File: src/rtl/sdram_wb_arbiter.sv
// rtl/sdram_wb_arbiter.sv - Wishbone arbiter sharing sdram_top between the core and the ioctl loader
//
// Purpose: grants the single SDRAM wishbone slave to either the Archimedes core
// master or the HPS ioctl loader. Loader writes are queued in a small FIFO and
// throttled with ld_wait_o. Core bursts are never split, and the core is held
// in reset until every loader write has reached SDRAM.
//
// Ports:
//   clk_sys, reset           system clock, asynchronous active-high reset
//   core_*_i / core_*_o      core wishbone master (word address, CTI bursts)
//   core_hold_o              core reset request while the loader is busy or draining
//   ld_*_i                   ioctl download strobe, byte address, data, byte selects
//   ld_wait_o                ioctl throttle, leaves room for one more write
//   ld_ovf_o                 sticky flag: a loader write hit a full FIFO and was dropped
//   ram_*_o / ram_*_i        wishbone master port towards sdram_top
module sdram_wb_arbiter #(
   parameter int ADDR_W     = 26,
   parameter int FIFO_DEPTH = 4
) (
   input  logic              clk_sys,
   input  logic              reset,
   input  logic              core_cyc_i,
   input  logic              core_stb_i,
   input  logic              core_we_i,
   input  logic [3:0]        core_sel_i,
   input  logic [2:0]        core_cti_i,
   input  logic [24:0]       core_adr_i,
   input  logic [31:0]       core_dat_i,
   output logic [31:0]       core_dat_o,
   output logic              core_ack_o,
   output logic              core_hold_o,
   input  logic              ld_active_i,
   input  logic              ld_wr_i,
   input  logic [24:0]       ld_addr_i,
   input  logic [31:0]       ld_data_i,
   input  logic [3:0]        ld_sel_i,
   output logic              ld_wait_o,
   output logic              ld_ovf_o,
   output logic              ram_cyc_o,
   output logic              ram_stb_o,
   output logic              ram_we_o,
   output logic [3:0]        ram_sel_o,
   output logic [2:0]        ram_cti_o,
   output logic [ADDR_W-1:0] ram_adr_o,
   output logic [31:0]       ram_dat_o,
   input  logic [31:0]       ram_dat_i,
   input  logic              ram_ack_i
);

   localparam int PTR_W = (FIFO_DEPTH > 1) ? $clog2(FIFO_DEPTH) : 1;
   localparam int CNT_W = PTR_W + 1;
   localparam logic [CNT_W-1:0] DEPTH_C = CNT_W'(FIFO_DEPTH);
   localparam logic [CNT_W-1:0] WAIT_C  = CNT_W'(FIFO_DEPTH - 1);

   typedef enum logic [1:0] {
      S_IDLE = 2'd0,
      S_LOAD = 2'd1,
      S_CORE = 2'd2
   } state_t;

   state_t state, state_next;

   logic [24:0] fifo_addr [FIFO_DEPTH];
   logic [31:0] fifo_data [FIFO_DEPTH];
   logic [3:0]  fifo_sel  [FIFO_DEPTH];

   logic [PTR_W-1:0]  wr_ptr, rd_ptr;
   logic [CNT_W-1:0]  count, count_next;
   logic              fifo_full, fifo_empty, push, pop;
   logic              core_req, core_last;
   logic [ADDR_W-1:0] head_ext, core_ext;

   assign fifo_full  = (count == DEPTH_C);
   assign fifo_empty = (count == '0);
   // A write arriving while full is dropped even if a pop happens in the same cycle.
   assign push       = ld_wr_i & ~fifo_full;
   assign pop        = (state == S_LOAD) & ram_ack_i;

   assign core_req   = core_cyc_i & core_stb_i & ~ld_active_i;
   assign core_last  = (core_cti_i == 3'b000) | (core_cti_i == 3'b111);

   assign head_ext   = ADDR_W'(fifo_addr[rd_ptr]);
   assign core_ext   = ADDR_W'({core_adr_i, 2'b00});

   assign core_dat_o = ram_dat_i;

   always_comb begin
      count_next = count;
      if (push && !pop)
         count_next = count + CNT_W'(1);
      else if (!push && pop)
         count_next = count - CNT_W'(1);
   end

   // Storage needs no reset; only pointers and count carry validity.
   always_ff @(posedge clk_sys) begin
      if (push) begin
         fifo_addr[wr_ptr] <= ld_addr_i;
         fifo_data[wr_ptr] <= ld_data_i;
         fifo_sel[wr_ptr]  <= ld_sel_i;
      end
   end

   always_ff @(posedge clk_sys or posedge reset) begin
      if (reset) begin
         wr_ptr      <= '0;
         rd_ptr      <= '0;
         count       <= '0;
         ld_wait_o   <= 1'b0;
         ld_ovf_o    <= 1'b0;
         core_hold_o <= 1'b1;
      end else begin
         if (push)
            wr_ptr <= wr_ptr + PTR_W'(1);
         if (pop)
            rd_ptr <= rd_ptr + PTR_W'(1);
         count     <= count_next;
         // Raised one entry early so the write already in flight still fits.
         ld_wait_o <= (count_next >= WAIT_C);
         if (ld_wr_i && fifo_full)
            ld_ovf_o <= 1'b1;
         // Built from next-cycle values so the hold drops right after the final loader ack.
         core_hold_o <= ld_active_i | (count_next != '0) | (state_next == S_LOAD);
      end
   end

   always_ff @(posedge clk_sys or posedge reset) begin
      if (reset)
         state <= S_IDLE;
      else
         state <= state_next;
   end

   always_comb begin
      state_next = state;
      case (state)
         S_IDLE: begin
            if (!fifo_empty)
               state_next = S_LOAD;
            else if (core_req)
               state_next = S_CORE;
         end
         S_LOAD: begin
            if (ram_ack_i)
               state_next = S_IDLE;
         end
         S_CORE: begin
            // Only the core ends its own grant; a filling FIFO never breaks a burst.
            if (!core_cyc_i)
               state_next = S_IDLE;
            else if (ram_ack_i && core_last)
               state_next = S_IDLE;
         end
         default: state_next = S_IDLE;
      endcase
   end

   always_comb begin
      ram_cyc_o  = 1'b0;
      ram_stb_o  = 1'b0;
      ram_we_o   = 1'b0;
      ram_sel_o  = 4'b0000;
      ram_cti_o  = 3'b000;
      ram_adr_o  = '0;
      ram_dat_o  = 32'h0;
      core_ack_o = 1'b0;
      case (state)
         S_LOAD: begin
            ram_cyc_o = 1'b1;
            ram_stb_o = 1'b1;
            ram_we_o  = 1'b1;
            ram_sel_o = fifo_sel[rd_ptr];
            ram_adr_o = head_ext & ~ADDR_W'(3);
            ram_dat_o = fifo_data[rd_ptr];
         end
         S_CORE: begin
            ram_cyc_o  = core_cyc_i;
            ram_stb_o  = core_stb_i;
            ram_we_o   = core_we_i;
            ram_sel_o  = core_sel_i;
            ram_cti_o  = core_cti_i;
            ram_adr_o  = core_ext;
            ram_dat_o  = core_dat_i;
            core_ack_o = ram_ack_i;
         end
         default: begin
         end
      endcase
   end

endmodule
File: config.mk
export PLATFORM = sky130hd
export DESIGN_NAME = sdram_wb_arbiter
export DESIGN_NICKNAME = d
export VERILOG_FILES = /design/src/rtl/sdram_wb_arbiter.sv
export SDC_FILE = /design/constraint.sdc
export NUM_CORES = 1
export LEC_CHECK = 0
export ABC_AREA = 1
export CORE_AREA = 2 2 162 164
export CTS_BUF_LIST = sky130_fd_sc_hd__clkbuf_8
export DETAILED_ROUTE_END_ITERATION = 7
export DIE_AREA = 0 0 164 166
export DONT_BUFFER_PORTS = 1
export PLACE_DENSITY = 0.6
export SLEW_MARGIN = 20
export SYNTH_ARGS = -nofsm -noshare
export SYNTH_HDL_FRONTEND = slang
export SYNTH_SLANG_ARGS = --single-unit
File: constraint.sdc
create_clock -name clk_sys -period 4.54 [get_ports clk_sys]
set_input_delay 0.227 -clock clk_sys [delete_from_list [all_inputs] [get_ports clk_sys]]
set_output_delay 0.227 -clock clk_sys [all_outputs]
set_load 0.05 [all_outputs]
==> summary.md <==
| Metric | Value |
|---|---|
| Die Y | 166 um |
| Worst r2r src | count[0] |
| I/O pin count | 269 |
| Number of enable flip-flop cells after synthesis | 236 |
| Startpoint types | flip-flop |
| Vias in the first global route | 6901 |
| Switching Fraction | 44.4% |
| HP Class | input pin to flip-flop |
| Critical path's slowest cell | dfrtp_4 |
| Routed wire length | 23900 um |
| Avg WL per Cell | 17.4 um |
| Setup Total Neg Slack | 0 ns |
| Rows | 59 |
| Clock slew at reported path FFs | 0.06 ns |
| Fmax | 282 MHz |
| Final setup fails | 0 |
| Psw | 3.70 mW |
| Hold_sp | core_cti_i[2] |
| Part of the Yosys area used for sequential elements | 68.5% |
| Root Driver | clkbuf_8 |
| Post-synth top flop | edfxtp_1 |
| Routed vias | 7069 |
| Post-synthesis cell area | 10800 um^2 |
| CP Buf/Inv Count | 1 |
| Placed Instances | 1238 |
| Initial Util | 42.1% |
| Pwr dens | 682 nW/um^2 |
| Crit. Startpoint | rd_ptr[1] |
| Clk_lat worst skew | 0.52 ns |
| Clk network pwr share | 19.6% |
| Top post-synthesis cells by area | edfxtp_1, nor2_1, o21ai_0, nand2_1, a21oi_1 |
| DIE AREA | 27200 um^2 |
| CTS max path bufs | 3 |
| Yosys top cell area share | 65.7% |
| Period minus WS final | 3.55 ns |
| First-pass GRT wire length | 36800 um |
| Mapped Cells | 975 |
| GR Overflow Total | 0 |
| Leakage power total | 4.20 nW |
| Async SR Flop Fraction | 4.84% |
| Routed Antenna Nets | 0 |
| Dpl hpwl | 13600 um |
| Vias per std cell | 5.16 |
| Slowest cell delay on critical path | 1.07 ns |
| CTS Buf Count | 40 |
| I/O Buffers | 0 |
| Chip width | 164 um |
| Pint | 4.63 mW |
| Initial antenna violation count | 3 |
| Worst path arrival time | 3.32 ns |
| Combinational power share | 40.3% |
| Post-Syn Area per Cell | 11.1 um^2 |
| Drt first-iter violations | 378 |
| Fin util | 47.7% |
| Reg power frac | 40.1% |
| Core area | 25600 um^2 |
| CP top delay family | compound AO/OA/AOI/OAI gates |
| Clk_skew | 0.0173 ns |
| Cell chain of the critical path | buf_4 > o21ai_0 > o21ai_0 > nand2_1 > a21oi_1 |
| Crit path kind | flip-flop to output port |
| DRC | 0 |
| Max-cap viol count | 0 |
| Global Route Usage Sum | 17.5% |
| Peak supply drop | 0.000647 V |
| Count of clock tree sinks | 248 |
| TritonCTS clock tree | built |
| # H-tree levels | 2 |
| Fin. max-slew vios | 0 |
| RSZ-0062 raised after global routing | false |
| Design Area, Final | 12200 um^2 |
| Pin count of the biggest net entering global routing | 93 |
| Critical Path Fanout Max | 92 |
| Share of cells above drive strength 1 | 7.83% |
| FF+latch count, synth | 248 |
| Routability-driven placement congestion ratio | 0.718 |
| Leading area contributor after synthesis | edfxtp_1 |
| Overall Power | 8.33 mW |
| Post-Layout Cell Count | 1370 |
| Slew HR | 24.5% |
| Synth unique cells | 28 |
| Final Cycle Share | 78.1% |
| Outcome | complete, no violations |
| Final Hold Viols | 0 |
| Router iterations before antenna repair | 5 |
| Nets@finish | 1185 |
| Yosys warning count | 0 |
| Placed Area | 10900 um^2 |
| Cell mode on critical path | o21ai_0 |
| P&R area growth vs syn | 13.2% |
| Least-Margin Pin Slew | 1.14 ns |
| CP endpoint kind | output port |
| Critical Path RT | 4.31 ns |
==> cells in the final DEF (no fill, tap or decap) <==
| master | count |
|---|---|
| a21oi_1 | 62 |
| a21oi_2 | 2 |
| a31o_2 | 1 |
| buf_12 | 5 |
| buf_4 | 16 |
| clkbuf_8 | 41 |
| clkinv_1 | 9 |
| clkinv_2 | 5 |
| conb_1 | 2 |
| dfrtp_1 | 9 |
| dfrtp_4 | 2 |
| dfstp_2 | 1 |
| diode_2 | 1 |
| dlygate4sd3_1 | 63 |
| edfxtp_1 | 236 |
| ha_1 | 9 |
| ha_2 | 2 |
| inv_1 | 38 |
| nand2_1 | 145 |
| nand2_2 | 2 |
| nand3_1 | 8 |
| nand3b_1 | 1 |
| nand4_1 | 2 |
| nor2_1 | 184 |
| nor2_4 | 4 |
| o211ai_1 | 1 |
| o21ai_0 | 136 |
| o21ai_1 | 44 |
| o21bai_1 | 1 |
| xor2_1 | 3 |
==> flip-flops by register name, summed over array words and instances (netlist names) <==
register	cells
fifo_data	128
fifo_addr	92
fifo_sel	16
count	3
rd_ptr	2
state	2
wr_ptr	2
core_hold_o	1
ld_ovf_o	1
ld_wait_o	1
==> metal layers <==
| layer | wire length (um) | vias up | global-route usage [%] |
|---|---|---|---|
| met2 | 11700 | 193 | 30.3 |
| met3 | 1460 | 80 | 3.97 |
| met5 | 25 | - | 0 |
| li1 | - | 3410 | - |
| met4 | 916 | 4 | 7.78 |
| met1 | 9820 | 3382 | 20.7 |
==> cell usage after synthesis, types with 3 or more instances <==
| master | count |
|---|---|
| a21oi_1 | 62 |
| buf_1 | 7 |
| buf_2 | 12 |
| buf_4 | 40 |
| clkbuf_1 | 25 |
| clkbuf_2 | 5 |
| dfrtp_1 | 11 |
| edfxtp_1 | 236 |
| ha_1 | 11 |
| inv_1 | 24 |
| nand2_1 | 145 |
| nand3_1 | 8 |
| nor2_1 | 188 |
| o21ai_0 | 136 |
| o21ai_1 | 44 |
| xor2_1 | 3 |
==> through the flow <==
step	hold slack (ns)	setup WS [ns]
global placement	0.155	1.54
CTS	0.0369	0.942
global route	0.0553	0.764
floorplan	0.0910	0.720
finish	0.0778	0.994
detailed placement	0.156	1.52
==> what timing repair did <==
item | CTS | global route
resized for setup | 0 | 0
hold buffers | 63 | 0
setup buffers | 0 | 0
endpoints found under the hold margin | 254 | 0
==> worst min-delay path, delay by kind of cell <==
family | cells | cell delay [ns]
AO/OA/AOI/OAI | 1 | 0.07
AND/OR/NAND/NOR | 3 | 0.26
==> cell type report <==
| type | count | area (um^2) |
|---|---|---|
| antenna | 1 | 2.50 |
| clock inverter | 26 | 101 |
| inverter | 26 | 100 |
| tap | 335 | 419 |
| clock buffer | 41 | 564 |
| multi-input combinational | 609 | 2780 |
| fill | 2297 | 13400 |
| sequential | 248 | 7400 |
| timing repair buffer | 84 | 851 |
==> logic make-up (layout without fill, tap and decap cells) <==
logic type	Yosys count	in the layout	share of synthesized area, %
other	1	3	0.0348
DFF	248	248	68.5
AOI/OAI and AO/OA	247	247	11.6
adders and majority gates	11	11	1.28
xor gates and xnor gates	3	3	0.244
buffers and inverters	119	177	6.08
and+or+nand+nor	346	346	12.3
==> final timing paths <==
| path | end | slack [ns] | cells past startpoint |
|---|---|---|---|
| setup / recovery | ram_adr_o[17] | 0.99 | 5 |
| hold / removal | state[0] | 0.08 | 4 |
| setup reg to reg | fifo_addr[2][2] | 2.00 | 6 |
| hold reg to reg | ld_ovf_o | 0.60 | 1 |
| max in group asynchronous | rd_ptr[0] | 4.02 | 2 |
| min in group asynchronous | ld_wait_o | 0.16 | 2 |
==> power by group through the flow <==
stage	Clock [mW]	Combinational (mW)	Sequential [mW]
floorplan	0	2.89	3.23
global placement	0	3.31	3.38
detailed placement	0	3.35	3.39
CTS	1.69	3.41	3.34
global route	1.79	3.73	3.39
finish	1.63	3.36	3.34
Note: power is estimated with default switching activity, not from simulation.
